<file path="src/rtl/rover_route_driver_pkg.sv">
// rover_pkg: shared definitions for the land rover and its route driver.
//   - room_t and the R0..R7 room constants (also used by the rover FSM)
//   - succ(room, b): rover successor room for travel bit b
//   - DIST: 8x8 shortest-hop table [from][to], built once at elaboration
//   - nexthop(room, target): travel bit that moves one step along a
//     shortest path (ties resolve to 1, 0 when already at target)
package rover_pkg;

    typedef logic [2:0] room_t;
    typedef logic [3:0] dist_t;
    typedef logic [7:0][7:0][3:0] dist_tab_t;

    localparam int unsigned NROOMS = 8;

    localparam room_t R0 = 3'd0;
    localparam room_t R1 = 3'd1;
    localparam room_t R2 = 3'd2;
    localparam room_t R3 = 3'd3;
    localparam room_t R4 = 3'd4;
    localparam room_t R5 = 3'd5;
    localparam room_t R6 = 3'd6;
    localparam room_t R7 = 3'd7;

    function automatic room_t succ(input room_t room, input logic b);
        room_t r;
        case (room)
            R0:      r = b ? R1 : R0;
            R1:      r = b ? R2 : R0;
            R2:      r = b ? R3 : R2;
            R3:      r = b ? R4 : R2;
            R4:      r = b ? R6 : R4;
            R5:      r = b ? R7 : R6;
            R6:      r = b ? R4 : R5;
            default: r = b ? R0 : R7;
        endcase
        return r;
    endfunction

    // Level-by-level BFS from every source room; unreachable stays at 15.
    function automatic dist_tab_t build_dist();
        dist_tab_t  d;
        logic [7:0] seen;
        logic [7:0] frontier;
        logic [7:0] reach;
        d = '1;
        for (int unsigned a = 0; a < NROOMS; a++) begin
            seen = '0;
            seen[room_t'(a)] = 1'b1;
            frontier = seen;
            d[room_t'(a)][room_t'(a)] = '0;
            for (int unsigned lvl = 1; lvl < NROOMS; lvl++) begin
                reach = '0;
                for (int unsigned r = 0; r < NROOMS; r++) begin
                    if (frontier[room_t'(r)]) begin
                        reach[succ(room_t'(r), 1'b0)] = 1'b1;
                        reach[succ(room_t'(r), 1'b1)] = 1'b1;
                    end
                end
                reach &= ~seen;
                for (int unsigned r = 0; r < NROOMS; r++) begin
                    if (reach[room_t'(r)]) begin
                        d[room_t'(a)][room_t'(r)] = dist_t'(lvl);
                    end
                end
                seen |= reach;
                frontier = reach;
            end
        end
        return d;
    endfunction

    localparam dist_tab_t DIST = build_dist();

    function automatic logic nexthop(input room_t room, input room_t target);
        logic b;
        if (room == target) begin
            b = 1'b0;
        end else begin
            b = (DIST[succ(room, 1'b0)][target] < DIST[succ(room, 1'b1)][target]) ? 1'b0 : 1'b1;
        end
        return b;
    endfunction

endpackage

</file>
<file path="src/rtl/rover_route_driver_if.sv">
// Target-command handshake between the mission controller (master) and
// the route driver (slave).
//   cmd_valid : a target command is offered
//   cmd_room  : target room
//   cmd_ready : driver can take a command (idle)
interface rover_route_driver_if;
    import rover_pkg::*;

    logic  cmd_valid;
    room_t cmd_room;
    logic  cmd_ready;

    modport master (output cmd_valid, output cmd_room, input cmd_ready);
    modport slave  (input cmd_valid, input cmd_room, output cmd_ready);
endinterface

</file>
<file path="src/rtl/rover_nexthop.sv">
// Combinational next-hop selector.
//   room_i      : rover current room
//   target_i    : destination room
//   bit_o       : travel bit along a shortest path (0 at target)
//   next_room_o : room the rover reaches after applying bit_o
module rover_nexthop
    import rover_pkg::*;
(
    input  room_t room_i,
    input  room_t target_i,
    output logic  bit_o,
    output room_t next_room_o
);
    assign bit_o       = nexthop(room_i, target_i);
    assign next_room_o = succ(room_i, bit_o);
endmodule

</file>
<file path="src/rtl/rover_route_driver.sv">
// Route driver: takes a target room over the cmd handshake and steers the
// rover one hop per clock along a shortest path.
//   clk, reset : clock, asynchronous active-high reset
//   cmd        : target command handshake (slave side)
//   abort      : cancel the active command
//   room_in    : rover registered room
//   travel_out : rover travel bit (Mealy on room_in while driving)
//   busy       : driving a command
//   done       : one-cycle pulse on arrival
//   fault      : one-cycle pulse on abort, divergence or hop-budget overrun
//   hops       : hop count of the current or last command
module rover_route_driver
    import rover_pkg::*;
#(
    parameter int unsigned MAX_HOPS = 8
) (
    input  logic                 clk,
    input  logic                 reset,
    rover_route_driver_if.slave  cmd,
    input  logic                 abort,
    input  room_t                room_in,
    output logic                 travel_out,
    output logic                 busy,
    output logic                 done,
    output logic                 fault,
    output logic [3:0]           hops
);
    typedef enum logic {IDLE, DRIVE} state_t;

    state_t     state_q;
    room_t      target_q;
    room_t      expected_q;
    logic       exp_valid_q;
    logic [3:0] hops_q;
    logic [3:0] hops_d;
    logic       busy_q;
    logic       done_q;
    logic       fault_q;

    logic       nh_bit;
    room_t      nh_room;
    logic       arrived;
    logic       diverged;
    logic       timed_out;

    rover_nexthop u_nexthop (
        .room_i      (room_in),
        .target_i    (target_q),
        .bit_o       (nh_bit),
        .next_room_o (nh_room)
    );

    assign arrived   = (room_in == target_q);
    // expected_q holds the room the rover should have reached after the last hop
    assign diverged  = exp_valid_q && (room_in != expected_q);
    assign timed_out = (hops_q == 4'(MAX_HOPS));
    assign hops_d    = (hops_q == 4'hF) ? hops_q : hops_q + 4'd1;

    assign travel_out    = (state_q == DRIVE) ? nh_bit : 1'b0;
    assign cmd.cmd_ready = (state_q == IDLE);
    assign busy          = busy_q;
    assign done          = done_q;
    assign fault         = fault_q;
    assign hops          = hops_q;

    always_ff @(posedge clk or posedge reset) begin
        if (reset) begin
            state_q     <= IDLE;
            target_q    <= R0;
            expected_q  <= R0;
            exp_valid_q <= 1'b0;
            hops_q      <= '0;
            busy_q      <= 1'b0;
            done_q      <= 1'b0;
            fault_q     <= 1'b0;
        end else begin
            done_q  <= 1'b0;
            fault_q <= 1'b0;
            case (state_q)
                IDLE: begin
                    if (cmd.cmd_valid) begin
                        target_q    <= cmd.cmd_room;
                        hops_q      <= '0;
                        exp_valid_q <= 1'b0;
                        busy_q      <= 1'b1;
                        state_q     <= DRIVE;
                    end
                end
                DRIVE: begin
                    if (abort || diverged) begin
                        state_q <= IDLE;
                        busy_q  <= 1'b0;
                        fault_q <= 1'b1;
                    end else if (arrived) begin
                        state_q <= IDLE;
                        busy_q  <= 1'b0;
                        done_q  <= 1'b1;
                    end else if (timed_out) begin
                        state_q <= IDLE;
                        busy_q  <= 1'b0;
                        fault_q <= 1'b1;
                    end else begin
                        expected_q  <= nh_room;
                        exp_valid_q <= 1'b1;
                        hops_q      <= hops_d;
                    end
                end
                default: begin
                    state_q <= IDLE;
                    busy_q  <= 1'b0;
                end
            endcase
        end
    end

endmodule

</file>
<file path="src/flat_wrapper.sv">
// flat-port wrapper written by rule: the top's interface ports become plain ports
module rover_route_driver_flat import rover_pkg::*;
#(
    parameter int unsigned MAX_HOPS = 8
)
  (clk, reset, abort, room_in, travel_out, busy, done, fault, hops, cmd_cmd_valid, cmd_cmd_room, cmd_cmd_ready);
  rover_route_driver_if cmd_i ();
  input  logic clk;
  input  logic reset;
  input  logic abort;
  input  room_t room_in;
  output logic travel_out;
  output logic busy;
  output logic done;
  output logic fault;
  output logic [3:0] hops;
  input wire logic [$bits(cmd_i.cmd_valid)-1:0] cmd_cmd_valid;
  input wire logic [$bits(cmd_i.cmd_room)-1:0] cmd_cmd_room;
  output wire logic [$bits(cmd_i.cmd_ready)-1:0] cmd_cmd_ready;
  assign cmd_i.cmd_valid = cmd_cmd_valid;
  assign cmd_i.cmd_room = cmd_cmd_room;
  assign cmd_cmd_ready = cmd_i.cmd_ready;
  rover_route_driver #(.MAX_HOPS(MAX_HOPS)) u_core (.clk(clk), .reset(reset), .cmd(cmd_i), .abort(abort), .room_in(room_in), .travel_out(travel_out), .busy(busy), .done(done), .fault(fault), .hops(hops));
endmodule
</file>
<file path="config.mk">
export PLATFORM = sky130hd
export DESIGN_NAME = rover_route_driver_flat
export DESIGN_NICKNAME = d
export VERILOG_FILES = /design/src/rtl/rover_route_driver_pkg.sv /design/src/rtl/rover_route_driver_if.sv /design/src/rtl/rover_nexthop.sv /design/src/rtl/rover_route_driver.sv /design/src/flat_wrapper.sv
export SDC_FILE = /design/constraint.sdc
export NUM_CORES = 1
export LEC_CHECK = 0
export ABC_CLOCK_PERIOD_IN_PS = 10550
export CORE_MARGIN = 1
export CORE_UTILIZATION = 61
export DETAILED_ROUTE_END_ITERATION = 10
export PLACE_DENSITY = 0.86
export REMOVE_ABC_BUFFERS = 1
export SLEW_MARGIN = 20
export SYNTH_ARGS = -nofsm -noshare
export SYNTH_HDL_FRONTEND = slang
export SYNTH_SLANG_ARGS = --single-unit
</file>
<file path="constraint.sdc">
create_clock -name clk -period 10.55 [get_ports clk]
set_input_delay 3.165 -clock clk [delete_from_list [all_inputs] [get_ports clk]]
set_output_delay 3.165 -clock clk [all_outputs]
set_load 0.01 [all_outputs]
</file>
==> impl_results.md <==
* Hold Crit Depth at 1
* Setup bufs post-CTS at 0
* Share of cells above drive strength 1 at 0.0463
* Commonest cells in the netlist: nor2_1 (17), inv_1 (16), nand2_1 (16), a21oi_1 (15), dfrtp_1 (15)
* Skew-Pair Late Insertion Delay at 0.29 ns
* Cell count after synthesis at 209
* Top post-synthesis cells by area: dfrtp_1 (23%), ha_1 (11%), a21oi_1 (4.6%)
* Port Buffers at 18
* Simple-Gate Fraction of Synth Area at 0.231
* Cts bufs inserted at 3
* Peak supply drop at 171 uV
* M3 GR Usage at 0.0141
* Worst r2r src: u_core.target_q[0]$_DFFE_PP0P_
* Final hold violation count at 0
* Yosys warns at 0
* Status: complete, no violations
* I/O Pins at 19
* Synthesized cell area at 0.00164 sq mm
* Post-synthesis sequential area ratio at 0.229
* Vias at 1538
* Antenna Cells at 0
* Max-Cap Viols at 0
* CP startpoint kind: primary input
* Initial antenna violation count at 0
* DRC viols at 0
* Period Utilization, post-route at 0.967
* Largest net degree at the start of global routing at 27
* Die height at 53.9 um
* TritonRoute pass-1 iters at 4
* Synth Area in XOR/XNOR at 0.0374
* Critical path type: primary input to output port
* Hold path start: u_core.exp_valid_q$_DFFE_PP0P_
* Type of the most critical hold path: register to register
* CP Capture Type: output port
* Crit path cell chain: clkdlybuf4s50_1 > nand2_1 > nor2_1 > nor2_1 > ha_1 > o21ai_0 > a21oi_1 > o311ai_0 > o211ai_1 > ha_1 > a211o_1 > mux2i_1 > o21ba_2 > nor3_1 > clkdlybuf4s50_1
* CP delay by family, top: compound AO/OA/AOI/OAI gates
* Synth Register Bits at 15
* Clock Sink Count at 15
* Vias per std cell at 6.25
* Final ANT Viol Nets at 0
* Async set or reset register ratio after synthesis at 1.00
* First-pass GRT wire length at 6.06 mm
* Max clock buf depth at 2
* Worst-Margin Slew at 0.824 ns
* Register area at 375 sq um
* Num rows at 18
* Grt met1 use at 0.334
* Final setup fails at 0
* Chip Width at 53.9 um
* Vias in the first global route at 1427
* Total Routing Usage GR at 0.284
* Crit path largest cell delay at 0.76 ns
* Final Core Density at 0.728
* Area fraction of the dominant cell type after synthesis at 0.229
* Crit path from: room_in[2]
* Mean Syn Cell Area at 7.85 sq um
* Buf/Inv on CP at 2
* Post-synth EDFFs at 0
* WL/cell at 15.7 um
* Min cycle time layout at 10.20 ns
* Starting Density at 0.656
* Core Area at 0.00250 sq mm
* Synth cell types at 52
* RSZ-0062 raised after global routing: no
* H-tree depth at 1
* 1st-iter DRT viols at 32
* Static Leakage at 0.000801 uW
* Main combinational cell family by area after synthesis: compound AO/OA/AOI/OAI gates
* Setup total negative slack at 0 ns
* Synth Area in Adders at 0.107
* Compound-Gate Fraction of Synth Area at 0.275
* Peak Freq at 0.0981 GHz
* Crit-path slowest cell: clkdlybuf4s50_1
* Die area at 0.00290 sq mm
* Post-Route Skew at 0.0124 ns
* Detailed Route WL at 3.85 mm
* Area delta synth->final at 10.9%
* CTS tree: yes
* Post-CTS resize count at 0
* Cell Pwr Density at 192 mW/mm^2
* CP max FO at 13
* GRT busiest layer: met2
* FILL cells at 207
* Mux cell area share after synthesis at 0.0305
* Area of the multi-input gates at 0.00112 sq mm
* Top-count cell post-synth: nor2_1
* Detail Placement HPWL at 2.90 mm
* Max-slew violation count at 0
* Worst Path Arrival at 7.03 ns
* Slew HR at 0.451
* Met2 Resource Use GR at 0.525
* Required @ worst endpoint at 7.39 ns
* Post-CTS Hold Fix Bufs at 0
* GRT overflow at 0
* Final #Nets at 241
* Root Driver: clkbuf_4
* FF-to-FF path depth at 11
* Yosys top cell by area: dfrtp_1
* Gpl congestion at 0.883
* WP depth at 15
* Reg clk slew, reported paths at 0.08 ns
* Synth Flop Type: dfrtp_1
[state kept, by name (all words and copies together), names as in the netlist]
register,cells
u_core.busy,1
u_core.done,1
u_core.exp_valid_q,1
u_core.expected_q,3
u_core.fault,1
u_core.hops,4
u_core.state_q,1
u_core.target_q,3
[metal layers]
layer | part of all wire | up-vias | wire, um
li1 | - | 767 | -
met1 | 0.43 | 722 | 1670
met2 | 0.52 | 42 | 2000
met3 | 0.034 | 7 | 130
met4 | 0.014 | 0 | 53
met5 | 0 | - | 0
[worst reg2reg max path, delay by kind of cell (launching register included)]
family	cells	cell delay (ns)
AOI/OAI and AO/OA	7	1.34
adders and majority gates	1	0.24
DFF	1	0.88
muxes	1	0.17
and+or+nand+nor	2	0.45
[cell usage in the layout, fill, tap and decap left out, drive strengths merged, types with 4 or more instances in the layout]
cell type      Yosys  routed
a211oi             5       5
a21oi             15      15
clkdlybuf4s50      0      18
dfrtp             15      15
ha                14      14
inv               16      16
mux2i              5       5
nand2             16      16
nand2b             7       7
nor2              17      17
nor2b              6       6
nor3               6       6
nor3b              4       4
o21ai              8       8
xnor2              4       4
[report_power, final]
part	leakage (uW)	switching (uW)	internal, uW
clock network	0.0000177	18.9	14.1
logic	0.000593	103	99.5
registers	0.000190	38.2	75.5
total	0.000801	160	189
[cells by family after synthesis]
family	after synthesis
simple gates	70
xor+xnor	7
mux	5
flops	15
fa+ha+maj	14
buf+inv	34
compound gates	64
[cell type report]
class,instances,area share
Sequential cell,15,0.206
Clock inverter,1,0.00275
Inverter,16,0.0330
Tap cell,30,0.0206
Multi-Input combinational cell,160,0.613
Timing Repair Buffer,21,0.111
Clock buffer,3,0.0124
[final timing paths]
check	endpoint	slack [ns]
worst min-delay path	u_core.exp_valid_q$_DFFE_PP0P_	0.52
max in group asynchronous	u_core.target_q[1]$_DFFE_PP0P_	6.95
worst max register to register	u_core.expected_q[1]$_DFFE_PP0P_	7.43
worst max-delay path	travel_out	0.35
worst min register to register	u_core.exp_valid_q$_DFFE_PP0P_	0.52
min in group asynchronous	u_core.done$_DFF_PP0_	3.22
[per-stage QoR]
step	worst slack (ns)	std cells	cell area, sq um	power [uW]	hold slack (ns)
finish	0.351	246	1820	349	0.520
global route	0.101	246	1820	376	0.544
CTS	0.447	246	1820	349	0.527
detailed placement	0.457	242	1790	315	0.505
global placement	0.459	242	1790	308	0.486
floorplan	2.05	191	1550	250	0.450
(Power assumes the default switching activity.)
